**config.mk**
```make
export PLATFORM = sky130hd
export DESIGN_NAME = instr_encoder
export DESIGN_NICKNAME = d
export VERILOG_FILES = /design/src/rtl/riscv_pkg.sv /design/src/rtl/instr_field_pack.sv /design/src/rtl/instr_encoder.sv
export SDC_FILE = /design/constraint.sdc
export NUM_CORES = 1
export LEC_CHECK = 0
export BUFFER_PORTS_ARGS = -buffer_cell sky130_fd_sc_hd__buf_2
export CORE_MARGIN = 2
export CORE_UTILIZATION = 32
export CTS_CLUSTER_SIZE = 8
export DETAILED_ROUTE_END_ITERATION = 12
export PLACE_DENSITY = 0.5
export SYNTH_ARGS = -nofsm -noshare
export SYNTH_HDL_FRONTEND = slang
export SYNTH_SLANG_ARGS = --single-unit
```
**constraint.sdc**
```tcl
create_clock -name clk -period 5.2 [get_ports clk]
set_clock_uncertainty 0.05 [all_clocks]
set_input_delay 0.52 -clock clk [delete_from_list [all_inputs] [get_ports clk]]
set_output_delay 0.52 -clock clk [all_outputs]
set_load 0.05 [all_outputs]
```
**src/rtl/riscv_pkg.sv**
```systemverilog
// rtl/riscv_pkg.sv - RV32I shared types, ALUControl codes and opcode/funct constants.
// Shared between the instruction decoder and the instruction encoder.
package riscv_pkg;

   typedef enum logic [3:0] {
      CLS_OPIMM  = 4'd0,
      CLS_LUI    = 4'd1,
      CLS_AUIPC  = 4'd2,
      CLS_OP     = 4'd3,
      CLS_JAL    = 4'd4,
      CLS_JALR   = 4'd5,
      CLS_BRANCH = 4'd6,
      CLS_LOAD   = 4'd7,
      CLS_STORE  = 4'd8
   } instr_class_t;

   localparam logic [3:0] ALU_ADD  = 4'b0000;
   localparam logic [3:0] ALU_SUB  = 4'b0001;
   localparam logic [3:0] ALU_AND  = 4'b0010;
   localparam logic [3:0] ALU_OR   = 4'b0011;
   localparam logic [3:0] ALU_XOR  = 4'b0100;
   localparam logic [3:0] ALU_SLL  = 4'b0101;
   localparam logic [3:0] ALU_SRL  = 4'b0110;
   localparam logic [3:0] ALU_SRA  = 4'b0111;
   localparam logic [3:0] ALU_SLT  = 4'b1000;
   localparam logic [3:0] ALU_SLTU = 4'b1001;
   localparam logic [3:0] ALU_BEQ  = 4'b1010;
   localparam logic [3:0] ALU_BNE  = 4'b1011;
   localparam logic [3:0] ALU_BGE  = 4'b1100;
   localparam logic [3:0] ALU_BGEU = 4'b1101;
   localparam logic [3:0] ALU_JUMP = 4'b1110;
   localparam logic [3:0] ALU_LUI  = 4'b1111;

   localparam logic [6:0] OPC_OPIMM  = 7'b0010011;
   localparam logic [6:0] OPC_LUI    = 7'b0110111;
   localparam logic [6:0] OPC_AUIPC  = 7'b0010111;
   localparam logic [6:0] OPC_OP     = 7'b0110011;
   localparam logic [6:0] OPC_JAL    = 7'b1101111;
   localparam logic [6:0] OPC_JALR   = 7'b1100111;
   localparam logic [6:0] OPC_BRANCH = 7'b1100011;
   localparam logic [6:0] OPC_LOAD   = 7'b0000011;
   localparam logic [6:0] OPC_STORE  = 7'b0100011;

   localparam logic [6:0] F7_BASE = 7'b0000000;
   localparam logic [6:0] F7_ALT  = 7'b0100000;

   // {valid, funct3} for the ALU ops shared by OP and OP-IMM (SUB is OP-only).
   function automatic logic [3:0] alu_funct3(input logic [3:0] op);
      logic [3:0] r;
      r = 4'b0000;
      case (op)
         ALU_ADD:  r = 4'b1_000;
         ALU_SLT:  r = 4'b1_010;
         ALU_SLTU: r = 4'b1_011;
         ALU_XOR:  r = 4'b1_100;
         ALU_OR:   r = 4'b1_110;
         ALU_AND:  r = 4'b1_111;
         ALU_SLL:  r = 4'b1_001;
         ALU_SRL:  r = 4'b1_101;
         ALU_SRA:  r = 4'b1_101;
         default:  r = 4'b0_000;
      endcase
      return r;
   endfunction

   // True when v is the sign extension of its low 'bits' bits.
   function automatic logic fits_signed(input logic [31:0] v, input int unsigned bits);
      logic [31:0] hi;
      hi = $unsigned($signed(v) >>> (bits - 1));
      return (hi == 32'h0) || (hi == 32'hFFFF_FFFF);
   endfunction

endpackage

```
**src/rtl/instr_field_pack.sv**
```systemverilog
// rtl/instr_field_pack.sv - combinational class+fields to RV32I word with legality flag.
// LOAD/STORE encoding is present only when INSTR_ENCODER_LOADSTORE_EN is defined.
module instr_field_pack
   import riscv_pkg::*;
#(
   parameter logic [31:0] NOP_INSTR = 32'h0000_0013
) (
   input  logic [3:0]  cls,
   input  logic [3:0]  alu_op,
   input  logic [2:0]  data_size,
   input  logic [4:0]  rs1,
   input  logic [4:0]  rs2,
   input  logic [4:0]  rd,
   input  logic [31:0] imm,
   output logic [31:0] word,
   output logic        illegal
);

   instr_class_t cls_e;
   logic [3:0]   f3m;
   logic [2:0]   br_f3;
   logic         br_ok;
   logic         is_shift;
   logic [6:0]   f7;
   logic [31:0]  raw;
   logic         bad;

   assign cls_e = instr_class_t'(cls);

`ifndef INSTR_ENCODER_LOADSTORE_EN
   logic unused_size;
   assign unused_size = ^data_size;
`endif

   always_comb begin
      f3m      = alu_funct3(alu_op);
      is_shift = (alu_op == ALU_SLL) || (alu_op == ALU_SRL) || (alu_op == ALU_SRA);
      f7       = (alu_op == ALU_SRA) ? F7_ALT : F7_BASE;
      br_ok    = 1'b1;
      br_f3    = 3'b000;
      case (alu_op)
         ALU_BEQ:  br_f3 = 3'b000;
         ALU_BNE:  br_f3 = 3'b001;
         ALU_SLT:  br_f3 = 3'b100;
         ALU_BGE:  br_f3 = 3'b101;
         ALU_SLTU: br_f3 = 3'b110;
         ALU_BGEU: br_f3 = 3'b111;
         default:  br_ok = 1'b0;
      endcase

      raw = 32'h0;
      bad = 1'b0;
      case (cls_e)
         CLS_OPIMM: begin
            if (!f3m[3]) begin
               bad = 1'b1;
            end else if (is_shift) begin
               bad = (imm[31:5] != 27'h0);
               raw = {f7, imm[4:0], rs1, f3m[2:0], rd, OPC_OPIMM};
            end else begin
               bad = !fits_signed(imm, 12);
               raw = {imm[11:0], rs1, f3m[2:0], rd, OPC_OPIMM};
            end
         end
         CLS_OP: begin
            if (alu_op == ALU_SUB)
               raw = {F7_ALT, rs2, rs1, 3'b000, rd, OPC_OP};
            else if (f3m[3])
               raw = {f7, rs2, rs1, f3m[2:0], rd, OPC_OP};
            else
               bad = 1'b1;
         end
         CLS_LUI: begin
            bad = (alu_op != ALU_LUI) || (imm[11:0] != 12'h0);
            raw = {imm[31:12], rd, OPC_LUI};
         end
         CLS_AUIPC: begin
            bad = (alu_op != ALU_ADD) || (imm[11:0] != 12'h0);
            raw = {imm[31:12], rd, OPC_AUIPC};
         end
         CLS_JAL: begin
            bad = (alu_op != ALU_JUMP) || !fits_signed(imm, 21) || imm[0];
            raw = {imm[20], imm[10:1], imm[11], imm[19:12], rd, OPC_JAL};
         end
         CLS_JALR: begin
            bad = (alu_op != ALU_JUMP) || !fits_signed(imm, 12);
            raw = {imm[11:0], rs1, 3'b000, rd, OPC_JALR};
         end
         CLS_BRANCH: begin
            bad = !br_ok || !fits_signed(imm, 13) || imm[0];
            raw = {imm[12], imm[10:5], rs2, rs1, br_f3, imm[4:1], imm[11], OPC_BRANCH};
         end
`ifdef INSTR_ENCODER_LOADSTORE_EN
         CLS_LOAD: begin
            bad = !fits_signed(imm, 12) || (data_size == 3'b011) ||
                  (data_size == 3'b110) || (data_size == 3'b111);
            raw = {imm[11:0], rs1, data_size, rd, OPC_LOAD};
         end
         CLS_STORE: begin
            bad = !fits_signed(imm, 12) || (data_size[2] || (data_size[1:0] == 2'b11));
            raw = {imm[11:5], rs2, rs1, data_size, imm[4:0], OPC_STORE};
         end
`endif
         default: bad = 1'b1;
      endcase

      illegal = bad;
      word    = bad ? NOP_INSTR : raw;
   end

endmodule

```
**src/rtl/instr_encoder.sv**
```systemverilog
// rtl/instr_encoder.sv - RV32I instruction encoder with output register, skid buffer and counters.
// Optional LOAD/STORE support via INSTR_ENCODER_LOADSTORE_EN (handled in instr_field_pack).
module instr_encoder
   import riscv_pkg::*;
#(
   parameter int          CNT_W     = 16,
   parameter logic [31:0] NOP_INSTR = 32'h0000_0013
) (
   input  logic             clk,
   input  logic             rst_n,
   input  logic             in_valid,
   output logic             in_ready,
   input  logic [3:0]       in_class,
   input  logic [3:0]       in_alu_op,
   input  logic [2:0]       in_data_size,
   input  logic [4:0]       in_rs1,
   input  logic [4:0]       in_rs2,
   input  logic [4:0]       in_rd,
   input  logic [31:0]      in_imm,
   output logic             out_valid,
   input  logic             out_ready,
   output logic [31:0]      out_instr,
   output logic             out_err,
   output logic [CNT_W-1:0] enc_count,
   output logic [CNT_W-1:0] err_count,
   input  logic             cnt_clr
);

   logic [31:0]      pack_word;
   logic             pack_ill;

   logic             out_valid_q, out_valid_d;
   logic [31:0]      out_instr_q, out_instr_d;
   logic             out_err_q, out_err_d;
   logic             skid_valid_q, skid_valid_d;
   logic [31:0]      skid_instr_q, skid_instr_d;
   logic             skid_err_q, skid_err_d;
   logic [CNT_W-1:0] enc_count_q, enc_count_d;
   logic [CNT_W-1:0] err_count_q, err_count_d;

   logic             accept;
   logic             out_free;

   instr_field_pack #(.NOP_INSTR(NOP_INSTR)) u_pack (
      .cls       (in_class),
      .alu_op    (in_alu_op),
      .data_size (in_data_size),
      .rs1       (in_rs1),
      .rs2       (in_rs2),
      .rd        (in_rd),
      .imm       (in_imm),
      .word      (pack_word),
      .illegal   (pack_ill)
   );

   assign in_ready  = !skid_valid_q;
   assign accept    = in_valid && !skid_valid_q;
   assign out_free  = !out_valid_q || out_ready;
   assign out_valid = out_valid_q;
   assign out_instr = out_instr_q;
   assign out_err   = out_err_q;
   assign enc_count = enc_count_q;
   assign err_count = err_count_q;

   always_comb begin
      out_valid_d  = out_valid_q;
      out_instr_d  = out_instr_q;
      out_err_d    = out_err_q;
      skid_valid_d = skid_valid_q;
      skid_instr_d = skid_instr_q;
      skid_err_d   = skid_err_q;
      enc_count_d  = enc_count_q;
      err_count_d  = err_count_q;

      // Skid has priority into the output register; no accept can coincide with it.
      if (out_free) begin
         if (skid_valid_q) begin
            out_valid_d  = 1'b1;
            out_instr_d  = skid_instr_q;
            out_err_d    = skid_err_q;
            skid_valid_d = 1'b0;
         end else if (accept) begin
            out_valid_d = 1'b1;
            out_instr_d = pack_word;
            out_err_d   = pack_ill;
         end else begin
            out_valid_d = 1'b0;
         end
      end else if (accept) begin
         skid_valid_d = 1'b1;
         skid_instr_d = pack_word;
         skid_err_d   = pack_ill;
      end

      if (cnt_clr) begin
         enc_count_d = '0;
         err_count_d = '0;
      end else if (accept) begin
         enc_count_d = enc_count_q + 1'b1;
         if (pack_ill && (err_count_q != {CNT_W{1'b1}}))
            err_count_d = err_count_q + 1'b1;
      end
   end

   always_ff @(posedge clk or negedge rst_n) begin
      if (!rst_n) begin
         out_valid_q  <= 1'b0;
         out_instr_q  <= 32'h0;
         out_err_q    <= 1'b0;
         skid_valid_q <= 1'b0;
         skid_instr_q <= 32'h0;
         skid_err_q   <= 1'b0;
         enc_count_q  <= '0;
         err_count_q  <= '0;
      end else begin
         out_valid_q  <= out_valid_d;
         out_instr_q  <= out_instr_d;
         out_err_q    <= out_err_d;
         skid_valid_q <= skid_valid_d;
         skid_instr_q <= skid_instr_d;
         skid_err_q   <= skid_err_d;
         enc_count_q  <= enc_count_d;
         err_count_q  <= err_count_d;
      end
   end

endmodule
```
==> run_results.csv <==
group,metric,value,unit
clock_tree,clock_latency,0.35,ns
die,die_y,134,um
yosys,syn_nets,673,
global_route,grtUsageTotal,0.181,
placement,gp_congestion,0.823,
yosys,syn_inst,608,
timing,maxSlewViolCount,0,
die,dieArea,0.0178,mm^2
pwr,irDropWorstVdd,0.140,mV
setup_path,crit_start,"in_imm[6]",
setup_path,endpoint_kind,"flip-flop",
clock_tree,clkSlewWorstSetupHoldPaths,0.06,ns
timing,tightest_slew,1.20,ns
yosys,async_flop_share,1.00,
yosys,synth-main-ff-cell,"dfrtp_1",
global_route,grt_max_degree,62,
setup_path,critPathKind,"input port to flip-flop",
setup_path,startpoint_type,"input port",
clock_tree,ctsHoldBuffers,0,
die,row_count,47,
timing,max_clock_freq,305,MHz
timing,hold_viol,0,
setup_path,r2r-start,"skid_valid_q$_DFFE_PN0P_",
global_route,grt_pass1_wl,25500,um
layout,final_cell_mix,"buf_2, dfrtp_1, nand2_1, o21ai_0, nor2_1",
timing,setup_tns,0,ns
timing,period_share,0.630,
die,die_w,134,um
drt,wl,15900,um
layout,syn_to_final_growth,19.4,%
global_route,grt_pass1_vias,4704,
timing,layout_setup_ws,1.92,ns
setup_path,path_max_fanout,22,
global_route,antenna_found_initial,0,
yosys,yosys_warnings,0,
worst_hold_path,holdCritPathClass,"input port to asynchronous set/reset pin",
placement,hpwl,11100,um
yosys,synthesis.area,0.00537,mm^2
clock_tree,h-tree-depth,3,
clock_tree,cts-resized-gates,0,
timing,min_period,3.28,ns
clock_tree,cts.sinks,98,
setup_path,r2r_setup_slack,2.04,ns
clock_tree,clock_tree.buffer_depth,2,
drt,drc,0,
die,num_io_pins,130,
pwr,p_per_area,280,mW/mm^2
yosys,synth_seq_cells,98,
pwr,leakage,0.00300,uW
timing,rsz0062_at_grt,"no",
layout,mostFrequentLayoutCell,"buf_2",
clock_tree,cts_made_buffers,9,
setup_path,r2r-end,"err_count[5]$_DFFE_PN0P_",
layout,layout.nets,773,
setup_path,cp.arrival,3.46,ns
placement,placed_area,0.00614,mm^2
global_route,grt_overflow,0,
die,start_util,0.325,
status,outcome,"complete, no violations",
placement,place_ws,1.53,ns
drt,drt_iter0_drc,471,
drt,antenna_left,0,
layout,drive_gt1_frac,0.244,
layout,final_area,0.00641,mm^2
drt,vias,4962,
setup_path,worstPathRequired,5.39,ns
drt,drtPass1Iterations,5,
clock_tree,cts_tree,"yes",
drt,avgViaCountPerCell,5.32,
yosys,yosysSeqAreaShare,0.457,
placement,portBuffers,126,
yosys,syn_area_per_cell,8.83,um^2
clock_tree,post_cts_buffers,0,
yosys,synth_edf_count,0,
drt,wl_per_cell,17.1,um
die,core,0.0165,mm^2
clock_tree,cts-root-buf,"clkbuf_16",
layout,insertedDiodeCount,0,
yosys,post_synth_num_cell_types,55,
timing,max_slew_margin,0.201,
timing,setup_viol,0,
job,cap_violations,0,
setup_path,r2r_cells,6,
## cell usage after synthesis, types with 3 or more instances
master / n / area [um^2]
a21o_1: 7 / 52.6
a21oi_1: 43 / 215
a222oi_1: 5 / 50.1
a22oi_1: 19 / 143
a32oi_1: 3 / 26.3
and3_1: 33 / 206
and4_1: 4 / 35.0
buf_2: 6 / 30.0
clkbuf_1: 32 / 120
dfrtp_1: 98 / 2450
inv_1: 5 / 18.8
mux2_2: 13 / 146
nand2_1: 57 / 214
nand2b_1: 8 / 50.1
nand3_1: 16 / 80.1
nand4_1: 18 / 113
nor2_1: 52 / 195
nor2b_1: 16 / 100
nor3_1: 12 / 60.1
nor4_1: 6 / 37.5
o21ai_0: 56 / 280
o21ai_1: 11 / 55.1
o31ai_1: 3 / 22.5
or2_1: 16 / 100
or2_2: 6 / 37.5
or4_1: 5 / 37.5
xnor2_1: 5 / 43.8
xor2_1: 12 / 105
## kinds of logic after synthesis
family / Yosys count / synth area share
buf+inv: 48 / 0.0370
fa+ha+maj: 2 / 0.00466
mux: 15 / 0.0310
simple gates: 260 / 0.253
xor+xnor: 17 / 0.0277
flops: 98 / 0.457
compound gates: 168 / 0.190
## metal layers
layer / track usage / routed length, um
met5: 0 / 0
met4: 0.0514 / 160
met3: 0.0289 / 637
met2: 0.285 / 7490
met1: 0.257 / 7630
## state kept, by name (all words and copies together), names as in the netlist
name	count
enc_count	16
err_count	16
out_err	1
out_instr	31
out_valid	1
skid_err_q	1
skid_instr_q	31
skid_valid_q	1
## per-stage QoR
stage          cells  hold slack [ns]  power [uW]   util
2_1_floorplan    608            0.174        1070      -
3_5_place_dp     917            0.398        1200  0.372
5_1_grt          933            0.289        1890  0.388
4_1_cts          933            0.250        1830  0.388
6_report         933            0.217        1800  0.388
3_3_place_gp     917            0.381        1190  0.372
## critical path, cell delays in order
cell	delay, ns
buf_2	0.11
or4_1	0.53
nor3_2	0.19
o2111ai_1	0.16
a221oi_2	0.34
nand4_1	0.57
buf_4	0.46
or3_1	0.39
a22o_1	0.18
## power breakdown
| part | internal [uW] | switching [uW] | leakage [uW] |
|---|---|---|---|
| combinational | 91.0 | 256 | 0.00154 |
| clock | 323 | 295 | 0.000131 |
| sequential | 803 | 29.7 | 0.00133 |
| total | 1220 | 581 | 0.00300 |
## layout make-up
type	instances	area, um^2
fillers	1725	10100
multi-input cells	462	2720
flip-flops and latches	98	2450
repair buffers	131	671
well taps	220	275
clock buffers	9	225
clock inverters	7	43.8
inverters	6	22.5
## worst max path at each step
| stage | to | slack, ns | cells after the start |
|---|---|---|---|
| after floorplan | skid_instr_q[5]$_DFFE_PN0P_ | 2.65 | 8 |
| after global placement | out_instr[4]$_DFFE_PN0P_ | 1.54 | 9 |
| after detailed placement | out_instr[4]$_DFFE_PN0P_ | 1.53 | 9 |
| after CTS | out_instr[4]$_DFFE_PN0P_ | 1.89 | 9 |
| after global routing | out_instr[4]$_DFFE_PN0P_ | 1.65 | 9 |
| final | out_instr[4]$_DFFE_PN0P_ | 1.92 | 9 |
No activity file was read; power rests on OpenSTA's default activity.
